===== config.mk =====
export PLATFORM = sky130hd
export DESIGN_NAME = ps2_key_decoder_flat
export DESIGN_NICKNAME = d
export VERILOG_FILES = /design/src/rtl/ps2_key_decoder_if.sv /design/src/rtl/ps2_key_decoder.sv /design/src/flat_wrapper.sv
export SDC_FILE = /design/constraint.sdc
export NUM_CORES = 1
export LEC_CHECK = 0
export CAP_MARGIN = 10
export CORE_MARGIN = 3
export CORE_UTILIZATION = 55
export CTS_BUF_LIST = sky130_fd_sc_hd__clkbuf_4 sky130_fd_sc_hd__clkbuf_8 sky130_fd_sc_hd__clkbuf_16
export DETAILED_ROUTE_END_ITERATION = 8
export GPL_ROUTABILITY_DRIVEN = 1
export PLACE_DENSITY = 0.89
export SLEW_MARGIN = 20
export SYNTH_ARGS = -nofsm -noshare
export SYNTH_HDL_FRONTEND = slang
export SYNTH_SLANG_ARGS = --single-unit

===== constraint.sdc =====
create_clock -name clk -period 4.4 [get_ports clk]
set_input_delay 0.44 -clock clk [delete_from_list [all_inputs] [get_ports clk]]
set_output_delay 0.44 -clock clk [all_outputs]
set_load 0.02 [all_outputs]

===== src/rtl/ps2_key_decoder_if.sv =====
// +--------------------------------------------------------------------------+
// | ps2_key_decoder_if                                                       |
// | Byte-in / key-event-out bundle for the PS/2 Set-2 key decoder.           |
// | Rev 1.0                                                                  |
// +--------------------------------------------------------------------------+
`default_nettype none

interface ps2_key_decoder_if #(
  parameter int COUNT_W = 8
);
  logic [7:0]         code_in;
  logic               code_valid;
  logic               key_event;
  logic               key_make;
  logic               key_pressed;
  logic [7:0]         key_code;
  logic               key_ext;
  logic [7:0]         ascii;
  logic               shift;
  logic [COUNT_W-1:0] press_count;

  modport master (
    output code_in, code_valid,
    input  key_event, key_make, key_pressed, key_code, key_ext, ascii, shift,
           press_count
  );

  modport slave (
    input  code_in, code_valid,
    output key_event, key_make, key_pressed, key_code, key_ext, ascii, shift,
           press_count
  );
endinterface

`default_nettype wire


===== src/rtl/ps2_key_decoder.sv =====
// +--------------------------------------------------------------------------+
// | ps2_key_decoder                                                          |
// | Resolves E0/F0 Set-2 prefixes into make/break events with ASCII mapping. |
// | Rev 1.0                                                                  |
// +--------------------------------------------------------------------------+
`default_nettype none

module ps2_key_decoder #(
  parameter int COUNT_W  = 8,
  parameter bit SHIFT_EN = 1'b1
) (
  input  wire logic         clk,
  input  wire logic         resetn,
  ps2_key_decoder_if.slave  bus
);

  localparam logic [1:0] S_IDLE = 2'd0;
  localparam logic [1:0] S_E0   = 2'd1;
  localparam logic [1:0] S_F0   = 2'd2;
  localparam logic [1:0] S_E0F0 = 2'd3;

  localparam logic [7:0] C_PFX_EXT   = 8'hE0;
  localparam logic [7:0] C_PFX_BRK   = 8'hF0;
  localparam logic [7:0] C_SHIFT_L   = 8'h12;
  localparam logic [7:0] C_SHIFT_R   = 8'h59;
  localparam logic [7:0] C_CASE_DIFF = 8'h20;

  logic [1:0]         r_state;
  logic               r_shift_l;
  logic               r_shift_r;
  logic [7:0]         r_held_code;
  logic               r_held_ext;
  logic               r_key_pressed;
  logic               r_key_event;
  logic               r_key_make;
  logic [7:0]         r_key_code;
  logic               r_key_ext;
  logic [7:0]         r_ascii;
  logic [COUNT_W-1:0] r_press_count;

  logic [1:0] w_next_state;
  logic       w_make;
  logic       w_break;
  logic       w_ext;
  logic       w_is_mod;
  logic       w_held_match;
  logic [7:0] w_ascii_lc;
  logic       w_is_letter;
  logic [7:0] w_ascii;

  always_comb begin
    w_next_state = r_state;
    w_make       = 1'b0;
    w_break      = 1'b0;
    w_ext        = 1'b0;
    case (r_state)
      S_IDLE: begin
        if (bus.code_in == C_PFX_EXT)      w_next_state = S_E0;
        else if (bus.code_in == C_PFX_BRK) w_next_state = S_F0;
        else                               w_make       = 1'b1;
      end
      S_E0: begin
        if (bus.code_in == C_PFX_BRK)      w_next_state = S_E0F0;
        else if (bus.code_in == C_PFX_EXT) w_next_state = S_E0;
        else begin
          w_make       = 1'b1;
          w_ext        = 1'b1;
          w_next_state = S_IDLE;
        end
      end
      S_F0, S_E0F0: begin
        // A prefix byte after F0 is malformed; drop it and resynchronise.
        w_next_state = S_IDLE;
        if (bus.code_in != C_PFX_EXT && bus.code_in != C_PFX_BRK) begin
          w_break = 1'b1;
          w_ext   = (r_state == S_E0F0);
        end
      end
      default: w_next_state = S_IDLE;
    endcase
  end

  assign w_is_mod     = !w_ext && (bus.code_in == C_SHIFT_L || bus.code_in == C_SHIFT_R);
  assign w_held_match = r_key_pressed && (r_held_code == bus.code_in) && (r_held_ext == w_ext);

  always_comb begin
    w_ascii_lc = 8'h00;
    case (bus.code_in)
      8'h1C: w_ascii_lc = 8'h61;  8'h32: w_ascii_lc = 8'h62;
      8'h21: w_ascii_lc = 8'h63;  8'h23: w_ascii_lc = 8'h64;
      8'h24: w_ascii_lc = 8'h65;  8'h2B: w_ascii_lc = 8'h66;
      8'h34: w_ascii_lc = 8'h67;  8'h33: w_ascii_lc = 8'h68;
      8'h43: w_ascii_lc = 8'h69;  8'h3B: w_ascii_lc = 8'h6A;
      8'h42: w_ascii_lc = 8'h6B;  8'h4B: w_ascii_lc = 8'h6C;
      8'h3A: w_ascii_lc = 8'h6D;  8'h31: w_ascii_lc = 8'h6E;
      8'h44: w_ascii_lc = 8'h6F;  8'h4D: w_ascii_lc = 8'h70;
      8'h15: w_ascii_lc = 8'h71;  8'h2D: w_ascii_lc = 8'h72;
      8'h1B: w_ascii_lc = 8'h73;  8'h2C: w_ascii_lc = 8'h74;
      8'h3C: w_ascii_lc = 8'h75;  8'h2A: w_ascii_lc = 8'h76;
      8'h1D: w_ascii_lc = 8'h77;  8'h22: w_ascii_lc = 8'h78;
      8'h35: w_ascii_lc = 8'h79;  8'h1A: w_ascii_lc = 8'h7A;
      8'h45: w_ascii_lc = 8'h30;  8'h16: w_ascii_lc = 8'h31;
      8'h1E: w_ascii_lc = 8'h32;  8'h26: w_ascii_lc = 8'h33;
      8'h25: w_ascii_lc = 8'h34;  8'h2E: w_ascii_lc = 8'h35;
      8'h36: w_ascii_lc = 8'h36;  8'h3D: w_ascii_lc = 8'h37;
      8'h3E: w_ascii_lc = 8'h38;  8'h46: w_ascii_lc = 8'h39;
      8'h29: w_ascii_lc = 8'h20;  8'h5A: w_ascii_lc = 8'h0D;
      default: w_ascii_lc = 8'h00;
    endcase
  end

  assign w_is_letter = (w_ascii_lc >= 8'h61) && (w_ascii_lc <= 8'h7A);

  always_comb begin
    w_ascii = w_ascii_lc;
    if (w_ext)
      w_ascii = 8'h00;
    else if (w_is_letter && SHIFT_EN && (r_shift_l || r_shift_r))
      w_ascii = w_ascii_lc - C_CASE_DIFF;
  end

  always_ff @(posedge clk) begin
    if (!resetn) begin
      r_state       <= S_IDLE;
      r_shift_l     <= 1'b0;
      r_shift_r     <= 1'b0;
      r_held_code   <= 8'h00;
      r_held_ext    <= 1'b0;
      r_key_pressed <= 1'b0;
      r_key_event   <= 1'b0;
      r_key_make    <= 1'b0;
      r_key_code    <= 8'h00;
      r_key_ext     <= 1'b0;
      r_ascii       <= 8'h00;
      r_press_count <= '0;
    end else begin
      r_key_event <= 1'b0;
      if (bus.code_valid) begin
        r_state <= w_next_state;
        if (w_make || w_break) begin
          if (w_is_mod) begin
            if (bus.code_in == C_SHIFT_L) r_shift_l <= w_make;
            else                          r_shift_r <= w_make;
          end else if (w_make && !w_held_match) begin
            r_held_code   <= bus.code_in;
            r_held_ext    <= w_ext;
            r_key_pressed <= 1'b1;
            r_key_event   <= 1'b1;
            r_key_make    <= 1'b1;
            r_key_code    <= bus.code_in;
            r_key_ext     <= w_ext;
            r_ascii       <= w_ascii;
            r_press_count <= r_press_count + COUNT_W'(1);
          end else if (w_break && w_held_match) begin
            r_key_pressed <= 1'b0;
            r_key_event   <= 1'b1;
            r_key_make    <= 1'b0;
            r_key_code    <= bus.code_in;
            r_key_ext     <= w_ext;
            r_ascii       <= w_ascii;
          end
        end
      end
    end
  end

  assign bus.key_event   = r_key_event;
  assign bus.key_make    = r_key_make;
  assign bus.key_pressed = r_key_pressed;
  assign bus.key_code    = r_key_code;
  assign bus.key_ext     = r_key_ext;
  assign bus.ascii       = r_ascii;
  assign bus.shift       = r_shift_l | r_shift_r;
  assign bus.press_count = r_press_count;

endmodule

`default_nettype wire


===== src/flat_wrapper.sv =====
// flat-port wrapper written by rule: the top's interface ports become plain ports
module ps2_key_decoder_flat 
#(
  parameter int COUNT_W  = 8,
  parameter bit SHIFT_EN = 1'b1
)
  (clk, resetn, bus_code_in, bus_code_valid, bus_key_event, bus_key_make, bus_key_pressed, bus_key_code, bus_key_ext, bus_ascii, bus_shift, bus_press_count);
  ps2_key_decoder_if #(.COUNT_W(COUNT_W)) bus_i ();
  input  wire logic clk;
  input  wire logic resetn;
  input wire logic [$bits(bus_i.code_in)-1:0] bus_code_in;
  input wire logic [$bits(bus_i.code_valid)-1:0] bus_code_valid;
  output wire logic [$bits(bus_i.key_event)-1:0] bus_key_event;
  output wire logic [$bits(bus_i.key_make)-1:0] bus_key_make;
  output wire logic [$bits(bus_i.key_pressed)-1:0] bus_key_pressed;
  output wire logic [$bits(bus_i.key_code)-1:0] bus_key_code;
  output wire logic [$bits(bus_i.key_ext)-1:0] bus_key_ext;
  output wire logic [$bits(bus_i.ascii)-1:0] bus_ascii;
  output wire logic [$bits(bus_i.shift)-1:0] bus_shift;
  output wire logic [$bits(bus_i.press_count)-1:0] bus_press_count;
  assign bus_i.code_in = bus_code_in;
  assign bus_i.code_valid = bus_code_valid;
  assign bus_key_event = bus_i.key_event;
  assign bus_key_make = bus_i.key_make;
  assign bus_key_pressed = bus_i.key_pressed;
  assign bus_key_code = bus_i.key_code;
  assign bus_key_ext = bus_i.key_ext;
  assign bus_ascii = bus_i.ascii;
  assign bus_shift = bus_i.shift;
  assign bus_press_count = bus_i.press_count;
  ps2_key_decoder #(.COUNT_W(COUNT_W), .SHIFT_EN(SHIFT_EN)) u_core (.clk(clk), .resetn(resetn), .bus(bus_i));
endmodule

== Yosys cells after proc, flatten, opt, wreduce, memory -nomap -nowiden ==
Memories as Yosys holds them, arrays and structs flattened.
Index checks and enable logic that the tools add are counted.

* Memory bits (read-only): 896
* Memories: 1
* Bits in latches: 0
* Memory bits (writable): 0
* Logic and storage cells: 83
* Bits in registers: 40
* Bits of input ports: 11

* Order comparisons: 2
* Shift-type cells: 0
* Equal/unequal tests: 12
* Divide/modulo/power cells: 0
* Bitwise gates (word level): 6
* Add/sub/neg operators: 2
* $mul: 0
* Mux-type cells: 27
* Reductions and logical operators: 22

{| class="wikitable"
|+ Memories
! name !! words !! bits a word !! rd ports !! clocked after Yosys merged registers in !! write ports !! line !! RTL
|-
| (no name shown) || 128 || 7 || 1 || 0 || 0 || ps2_key_decoder.sv:88 || <nowiki>case (bus.code_in)</nowiki>
|}

{| class="wikitable"
|+ Operators with widths
! kind !! number
|-
| $mux W8 || 7
|-
| $eq A8 B8 Y1 const B || 2
|-
| $ne A8 B8 Y1 const B || 2
|-
| $reduce_and A4 Y1 || 4
|-
| $mux W1 || 14
|-
| $add A8 B1 Y8 const B || 1
|-
| $eq A8 B5 Y1 const B || 1
|-
| $eq A8 B7 Y1 const B || 1
|-
| $eq A8 B8 Y1 || 1
|-
| $ge A8 B7 Y1 const B || 1
|-
| $le A8 B7 Y1 const B || 1
|-
| $logic_and A1 B1 Y1 || 8
|-
| $sub A8 B6 Y8 const B || 1
|-
| $mux W2 || 3
|-
| $pmux W2 S3 || 1
|-
| $not A1 Y1 || 5
|-
| $eq A2 B2 Y1 const B || 2
|-
| $pmux W1 S2 || 2
|-
| $reduce_or A4 Y1 || 1
|-
| $logic_or A1 B1 Y1 || 3
|-
| $ne A3 B1 Y1 const B || 1
|-
| $eq A2 B1 Y1 const B || 1
|-
| $logic_not A1 Y1 || 2
|-
| $logic_not A2 Y1 || 1
|-
| other kinds (5) || 5
|}

== Depth between registers and ports, before layout ==
Gate-level depths: netlist of the first run.

* Depth in word-level cells: 10
* Mapped depth: 13
* Gate-level depth less buffers: 11

== Worst setup path before layout of the first run ==
No wires, ideal clock.

* Path kind: input to register
* Start: in bus_code_in[1]
* End: reg u_core.r_ascii[5], in the netlist u_core.bus.ascii[5]
* Data arrival time: 2.924 ns
* Slack: 1.354 ns
* Buffers on the path: 2
* Setup time: 0.122 ns
* Data required time: 4.278 ns
* Stages on the path: 11
* Cell sequence: clkbuf_1 > inv_1 > ha_1 > and3_4 > a21oi_4 > xnor2_1 > or4_4 > a21oi_2 > buf_4 > and4b_1 > a311o_1

* Longest elaborated chain between the ends: 10
* Elaborated cells on any way between the ends: 41
* Classes of those cells: 1 x add/sub; 2 x order compare; 8 x eq/ne; 14 x mux; 1 x bitwise; 14 x reduce/logical; 1 x memory

{| class="wikitable"
|+ Ends and longest elaborated chain
! item !! line !! RTL
|-
| start, declared || flat_wrapper.sv:11 || <nowiki>input wire logic [$bits(bus_i.code_in)-1:0] bus_code_in;</nowiki>
|-
| branches (longest 10 deep; another with $ge A8 B7 Y1) || -- ||
|-
| end signal, assigned || ps2_key_decoder.sv:152 || <nowiki>r_ascii <= w_ascii;</nowiki>
|-
| end signal, assigned || ps2_key_decoder.sv:160 || <nowiki>r_ascii <= w_ascii;</nowiki>
|-
| end, declared || ps2_key_decoder.sv:38 || <nowiki>logic [7:0] r_ascii;</nowiki>
|}

Several ways; the timed one is not identified. The select of a mux whose other input is x is not followed.
A chain may end at the register's enable or synchronous reset.

== Worst setup path in the final report of the first run ==
Same ends and word-level chain as after synthesis.

==> PnR_summary.wiki, run 1 <==
{| class="wikitable"
! Metric !! Value
|-
| # IOs || 40
|-
| Register cell area after layout || 801 sq um
|-
| Smallest setup slack after layout || 0.907 ns
|-
| CORE AREA || 0.00475 sq mm
|-
| Portion of netlist area occupied by mux cells || 4.40%
|-
| Hold_buf cts || 0
|-
| Data required, critical path || 4.57 ns
|-
| Number of nets with antenna violations after detailed routing || 0
|-
| Number of input and output port buffers inserted || 39
|-
| Maximum fanout count along the critical path || 12
|-
| Largest vdd supply drop || 0.266 mV
|-
| Initial Utilization || 57.5%
|-
| Largest net degree at the start of global routing || 43
|-
| Number of setup buffers added after CTS || 0
|-
| Area of the mapped netlist || 0.00273 sq mm
|-
| Final-report setup violation count || 0
|-
| Resize count post-CTS || 0
|-
| Shortest clock period the worst path allows after layout || 3.49 ns
|-
| Overall power consumption || 0.902 mW
|-
| Met3 WL post-DR || 507 microns
|-
| Setup CP Type || in2reg
|-
| Total congestion overflow after global routing || 0
|-
| Clock tree root buffer cell || clkbuf_8
|-
| Clock Skews || 0.00580 ns
|-
| Die Ht || 76.5 microns
|-
| Number of global-route vias before repair || 2500
|-
| Non-filler cells in the finished layout || 448
|-
| Wire length of the first global-routing pass || 11.9 mm
|-
| Cells after synthesis || 349
|-
| Largest area contributor in the synthesized netlist || dfxtp_1
|-
| Number of antenna violations at the first check in global routing || 0
|-
| Fraction of synthesized cell area in xor and xnor cells || 4.81%
|-
| Fraction of the mapped netlist area in compound gates || 20.3%
|-
| Number of fill cells in the layout || 411
|-
| Number of unique standard cell types used by synthesis || 60
|-
| Leakage power || 1.20 nW
|-
| Setup repair after global routing missed its margin || false
|-
| Diode insertion count for antenna repair || 0
|-
| Arrival time of the worst setup path || 3.66 ns
|-
| Final standard cell utilization of the core || 68.6%
|-
| Syn nets || 369
|-
| Worst hold path type || reg2reg
|-
| TritonCTS buffer count || 5
|-
| Cell count of the worst reg-to-reg path || 8
|-
| Max stage delay on crit path || 0.55 ns
|-
| Minimum setup slack among reg-to-reg paths || 1.70 ns
|-
| H-tree Lvls || 2
|-
| Result of the run || finished clean
|-
| Simple-Gate Fraction of Synth Area || 30.3%
|-
| Post-DR vias/cell || 5.95
|-
| Cell count after placement || 440
|-
| CTS tree || built
|-
| Slew at the pin closest to its max-slew limit || 0.688 ns
|-
| Achievable clock frequency || 286 MHz
|-
| Maximum buffer depth of the clock tree || 2
|-
| Fin. Hold Viols || 0
|-
| Top area cells in the synthesized netlist || dfxtp_1 (29%), nor2b_1 (6.4%), nand2_1 (4.5%)
|-
| Clock-pin slew reported for the worst setup and hold paths after clock tree synthesis || 0.07 ns
|-
| Startpoint type of the worst setup path || input port
|-
| Die Footprint || 0.00585 sq mm
|-
| Layout Area Growth over Synthesis || 19.4%
|-
| Async SR Flop Fraction || 0%
|-
| Slowest stage cell, crit path || or4_4
|-
| Main combinational cell family by area after synthesis || simple AND/OR/NAND/NOR gates
|-
| Overall global routing resource usage || 24.4%
|-
| Worst setup slack before clock tree synthesis || 0.701 ns
|-
| Clock latency reported for the late side of the worst-skew pair || 0.28 ns
|-
| Detailed Route Iter0 Violations || 234
|-
| Source of the worst register-to-register timing path || u_core.r_state[0]$_SDFFE_PN0P_
|-
| Mapped Avg Cell Area || 7.83 sq um
|-
| Reg-to-reg critical path endpoint || u_core.bus.ascii[5]$_SDFFE_PN0P_
|-
| Critical path, cell by cell || clkdlybuf4s50_1 -> inv_1 -> ha_1 -> and3_4 -> a21oi_4 -> xnor2_1 -> or4_4 -> a21oi_2 -> buf_4 -> nor2b_1 -> a311o_1
|-
| DR WL met2 || 3.29 mm
|-
| Total number of vias || 2665
|-
| HPWL Detailed || 4.97 mm
|-
| Footprint of the multi-input gates || 0.00175 sq mm
|-
| First-pass iteration count of the detailed router || 5
|-
| Worst Hold Depth || 2
|-
| Pwr Density || 276 mW/mm^2
|-
| Sinks on the clock net || 40
|-
| Fraction of final layout cells with drive strength greater than 1 || 6.82%
|-
| DRT Wirelength || 7.02 mm
|-
| Post-synth EDFFs || 0
|-
| DRC errors left || 0
|-
| Area fraction of the dominant cell type after synthesis || 29.3%
|-
| Final layout net count || 400
|-
| Global placement routability congestion || 0.972
|-
| Final max-slew violation count || 0
|-
| Sink of the worst hold path || u_core.bus.ascii[7]$_SDFFE_PN0P_
|-
| MaxCap Viol Count || 0
|-
| Worst setup EP type || flop
|-
| Post-synthesis sequential element count || 40
|-
| Adder and majority cell fraction of the synthesized area || 4.12%
|-
| Post-synth top flop || dfxtp_1
|-
| Source of the worst hold timing path || u_core.bus.ascii[7]$_SDFFE_PN0P_
|-
| Highest routing layer actually used || met4
|-
| Commonest non-fill, non-tap cell in the layout || dfxtp_1
|-
| Final period util || 79.4%
|-
| Setup_tns || 0 ns
|-
| Sequential cell area fraction in the yosys report || 29.3%
|-
| Commonest cells after routing, fill and taps aside || dfxtp_1 (40), clkdlybuf4s50_1 (38), nand2_1 (33)
|-
| Worst max-slew margin expressed relative to the limit || 54.1%
|-
| Number of rows in the core area || 25
|-
| Yosys warnings || 0
|-
| Routed wirelength normalized by instance count || 15.7 microns
|-
| Die extent in x || 76.5 microns
|-
| Wire length on met1 || 3.11 mm
|}
## synth_stat cells, types with 10 or more instances
cell type / number
dfxtp_1: 40
nand2_1: 33
nor2b_1: 28
nor2_1: 25
a21oi_1: 20
o21ai_0: 15
inv_1: 13
mux2i_1: 12
xnor2_1: 12
and2_1: 11
nand2b_1: 10
## worst max-delay path, delay by kind of cell
kind                     cells  cell delay [ns]
AO/OA/AOI/OAI                3             1.04
XOR/XNOR                     1             0.11
adder cells (fa/ha/maj)      1             0.31
buffers and inverters        3             0.91
AND/OR/NAND/NOR              3             0.86
## cells by family (layout without fill, tap and decap cells)
group,Yosys count,after routing
AO/OA/AOI/OAI,82,82
XOR/XNOR,15,15
adder cells (fa/ha/maj),9,9
buffers and inverters,38,70
flip-flops,40,40
multiplexers,12,12
AND/OR/NAND/NOR,153,153
## sequential cells by signal, summed over array words and instances (netlist names)
signal,cells
u_core.bus.ascii,8
u_core.r_shift_l,1
u_core.bus.key_make,1
u_core.r_held_ext,1
u_core.bus.press_count,8
u_core.r_state,2
u_core.bus.key_event,1
u_core.bus.key_code,8
u_core.r_held_code,8
u_core.bus.key_ext,1
u_core.r_shift_r,1
## metal layers
layer / up-vias / track usage, %
met5: - / 0
met4: 0 / 5.43
met3: 15 / 5.32
met2: 118 / 40.4
met1: 1250 / 32.6
li1: 1282 / -
## layout make-up
cell class,count,share of cell area (%)
inverters,14,1.61
repair buffers,48,13.9
clock inverters,1,0.921
clock buffers,7,2.95
multi-input cells,271,53.5
flip-flops and latches,40,24.5
well taps,67,2.57
## through the flow
step | area, sq um | hold WS (ns)
floorplan | 2730 | 0.452
global placement | 3140 | 0.443
detailed placement | 3140 | 0.455
CTS | 3270 | 0.469
global route | 3260 | 0.480
finish | 3260 | 0.467
## power by group
group          switching, mW  internal [mW]
logic                  0.111         0.0802
registers             0.0105          0.376
clock network          0.123          0.200
## how the worst max path moves through the flow
stage              startpoint                                to  slack [ns]
6_report       bus_code_in[1]  u_core.bus.ascii[5]$_SDFFE_PN0P_        0.91
5_1_grt        bus_code_in[1]  u_core.bus.ascii[5]$_SDFFE_PN0P_        0.74
4_1_cts        bus_code_in[1]  u_core.bus.ascii[5]$_SDFFE_PN0P_        0.96
3_5_place_dp   bus_code_in[1]  u_core.bus.ascii[5]$_SDFFE_PN0P_        0.70
3_3_place_gp   bus_code_in[1]  u_core.bus.ascii[5]$_SDFFE_PN0P_        0.77
2_1_floorplan  bus_code_in[1]  u_core.bus.ascii[5]$_SDFFE_PN0P_        1.35
(Power assumes the default switching activity.)
==> run 2: changes to the inputs <==
Settings changed: CORE_UTILIZATION 55 to 49, PLACE_DENSITY 0.89 to 0.84.
Clock period 4.4 ns to 3 ns, I/O delays scaled along.
==> run 2 against run 1 <==
  * Combinational power increased by 69%
  * Clock skew rose by 0.00099 ns
  * Sequential cell count is the same
  * Die area rose by 11%
  * Cell count is 8.9% higher
  * Via count rose by 6.2%
  * Largest cell class unchanged
  * Largest power group unchanged
==> PnR_summary.wiki, run 2 (synthesis gave the netlist of run 1 again) <==
{| class="wikitable"
! Metric !! Value
|-
| First-pass iteration count of the detailed router || 4
|-
| Number of setup buffers added after CTS || 0
|-
| Worst setup EP type || flop
|-
| Startpoint type of the worst setup path || input port
|-
| Commonest non-fill, non-tap cell in the layout || buf_4
|-
| Number of fill cells in the layout || 425
|-
| Final-report setup violation count || 0
|-
| Number of nets with antenna violations after detailed routing || 0
|-
| WHS || 0.455 ns
|-
| Total number of vias || 2831
|-
| Global routing usage on met2 || 40.6%
|-
| Detailed Route Iter0 Violations || 136
|-
| Minimum setup slack among reg-to-reg paths || 0.57 ns
|-
| Clock-pin slew reported for the worst setup and hold paths after clock tree synthesis || 0.08 ns
|-
| Register cell area after layout || 801 sq um
|-
| Arrival time of the worst setup path || 3.03 ns
|-
| Fraction of final layout cells with drive strength greater than 1 || 14.8%
|-
| Worst max-slew margin expressed relative to the limit || 65.4%
|-
| Most Crowded Layer GR || met2
|-
| Diode insertion count for antenna repair || 0
|-
| Final max-slew violation count || 0
|-
| Initial Utilization || 52.2%
|-
| Result of the run || finished clean
|-
| Footprint of the multi-input gates || 0.00175 sq mm
|-
| Max stage delay on crit path || 0.48 ns
|-
| Reg-to-reg critical path endpoint || u_core.bus.ascii[7]$_SDFFE_PN0P_
|-
| Total congestion overflow after global routing || 0
|-
| Maximum fanout count along the critical path || 5
|-
| Met1 usage || 29.9%
|-
| Source of the worst register-to-register timing path || u_core.r_held_code[0]$_SDFFE_PN0P_
|-
| Setup CP Type || in2reg
|-
| Cell area after layout || 0.00356 sq mm
|-
| Commonest cells after routing, fill and taps aside || buf_4 (47), dfxtp_1 (40), clkdlybuf4s50_1 (39)
|-
| Largest net degree at the start of global routing || 27
|-
| Maximum buffer depth of the clock tree || 2
|-
| Fin. Hold Viols || 0
|-
| Resize count post-CTS || 0
|-
| WP buf/inv || 3
|-
| HPWL Detailed || 5.74 mm
|-
| Final period util || 93.4%
|-
| Clock Skews || 0.00679 ns
|-
| Critical path, cell by cell || clkdlybuf4s50_1 -> inv_1 -> ha_1 -> and3_4 -> nand2_1 -> nand2_1 -> nor3_1 -> a21oi_2 -> buf_4 -> nor3_1 -> or4b_1 -> a21boi_1
|-
| Worst setup slack before clock tree synthesis || -0.0538 ns
|-
| Path length in cells of the critical path || 12
|-
| Slew at the pin closest to its max-slew limit || 0.519 ns
|-
| TritonCTS buffer count || 5
|-
| Hold_buf cts || 0
|-
| Number of input and output port buffers inserted || 39
|-
| Overall power consumption || 1.40 mW
|-
| Final layout net count || 438
|-
| Overall global routing resource usage || 24.4%
|-
| Number of rows in the core area || 26
|-
| Clock tree root buffer cell || clkbuf_8
|-
| Sinks on the clock net || 40
|-
| Smallest setup slack after layout || 0.197 ns
|-
| Leakage power || 1.38 nW
|-
| Pwr Density || 394 mW/mm^2
|-
| Setup repair after global routing missed its margin || false
|-
| Cell count of the worst reg-to-reg path || 9
|-
| Post-place instance area || 0.00343 sq mm
|-
| Number of global-route vias before repair || 2816
|-
| Shortest clock period the worst path allows after layout || 2.80 ns
|-
| CORE AREA || 0.00524 sq mm
|-
| Largest vdd supply drop || 0.311 mV
|-
| Post-DR vias/cell || 5.80
|-
| Layout Area Growth over Synthesis || 30.2%
|-
| Achievable clock frequency || 357 MHz
|-
| DRC errors left || 0
|-
| Worst hold path type || reg2reg
|-
| Setup_tns || 0 ns
|-
| CTS tree || built
|-
| H-tree Lvls || 2
|-
| Clock latency reported for the late side of the worst-skew pair || 0.29 ns
|-
| Slowest stage cell, crit path || clkdlybuf4s50_1
|-
| Crit path launch || bus_code_in[0]
|-
| Wire length of the first global-routing pass || 12.5 mm
|-
| Global placement routability congestion || 0.971
|-
| Family with the most delay on the worst path || simple AND/OR/NAND/NOR gates
|-
| MaxCap Viol Count || 0
|-
| DRT Wirelength || 7.49 mm
|-
| Routed wirelength normalized by instance count || 15.4 microns
|-
| Die Ht || 80.7 microns
|-
| Die extent in x || 80.7 microns
|-
| # IOs || 40
|-
| Data required, critical path || 3.23 ns
|-
| Die Footprint || 0.00651 sq mm
|-
| Capturing instance or port of the critical path || u_core.bus.ascii[7]$_SDFFE_PN0P_
|-
| Number of antenna violations at the first check in global routing || 0
|-
| GR met3 Demand/Resource || 5.16%
|}
-- run 2: per-stage QoR --
stage,cells,util [%]
after CTS,488,67.9
final,488,67.9
after global routing,488,67.9
after floorplan,349,-
after detailed placement,481,65.5
after global placement,481,65.5
-- run 2: worst min path at each step --
stage          cells after the start                               end                             start
5_1_grt                            2  u_core.bus.ascii[7]$_SDFFE_PN0P_  u_core.bus.ascii[7]$_SDFFE_PN0P_
6_report                           2  u_core.bus.ascii[4]$_SDFFE_PN0P_  u_core.bus.ascii[4]$_SDFFE_PN0P_
2_1_floorplan                      2     u_core.r_shift_r$_SDFFE_PN0P_     u_core.r_shift_r$_SDFFE_PN0P_
4_1_cts                            2  u_core.bus.ascii[4]$_SDFFE_PN0P_  u_core.bus.ascii[4]$_SDFFE_PN0P_
3_5_place_dp                       2  u_core.bus.ascii[4]$_SDFFE_PN0P_  u_core.bus.ascii[4]$_SDFFE_PN0P_
3_3_place_gp                       2  u_core.bus.ascii[4]$_SDFFE_PN0P_  u_core.bus.ascii[4]$_SDFFE_PN0P_
-- run 2: layout make-up --
| cell class | count | area share, % |
|---|---|---|
| multi-input combinational | 271 | 49.1 |
| sequential | 40 | 22.5 |
| timing repair buffer | 86 | 20.9 |
| tap | 70 | 2.46 |
| clock buffer | 5 | 1.93 |
| clock inverter | 2 | 1.69 |
| inverter | 14 | 1.48 |
-- run 2: power by group --
group	internal, mW	leakage (nW)	switching, mW
Clock	0.327	0.0642	0.185
Sequential	0.552	0.327	0.0142
Combinational	0.149	0.994	0.173
Total	1.03	1.38	0.372
-- run 2: metal layers --
| layer | up-vias | share of wire [%] |
|---|---|---|
| met5 | - | 0 |
| met4 | 0 | 2.4 |
| met3 | 25 | 5.3 |
| met2 | 101 | 48 |
| met1 | 1340 | 45 |
| li1 | 1365 | - |
-- run 2: worst reg2reg max path: stages, from the launching register on --
cell and delay [ns]:
dfxtp_1 0.33, xnor2_1 0.26, nand4_1 0.17, or3_1 0.35, a211oi_2 0.20, a21oi_2 0.10
buf_4 0.17, nor3_1 0.20, or4b_1 0.46, a21boi_1 0.14
==> run 3: changes to the inputs <==
Settings changed: HOLD_SLACK_MARGIN from default to 0.08.
==> results of run 3 <==
Same layout as run 2: the final DEF is identical, and so are final timing and power.
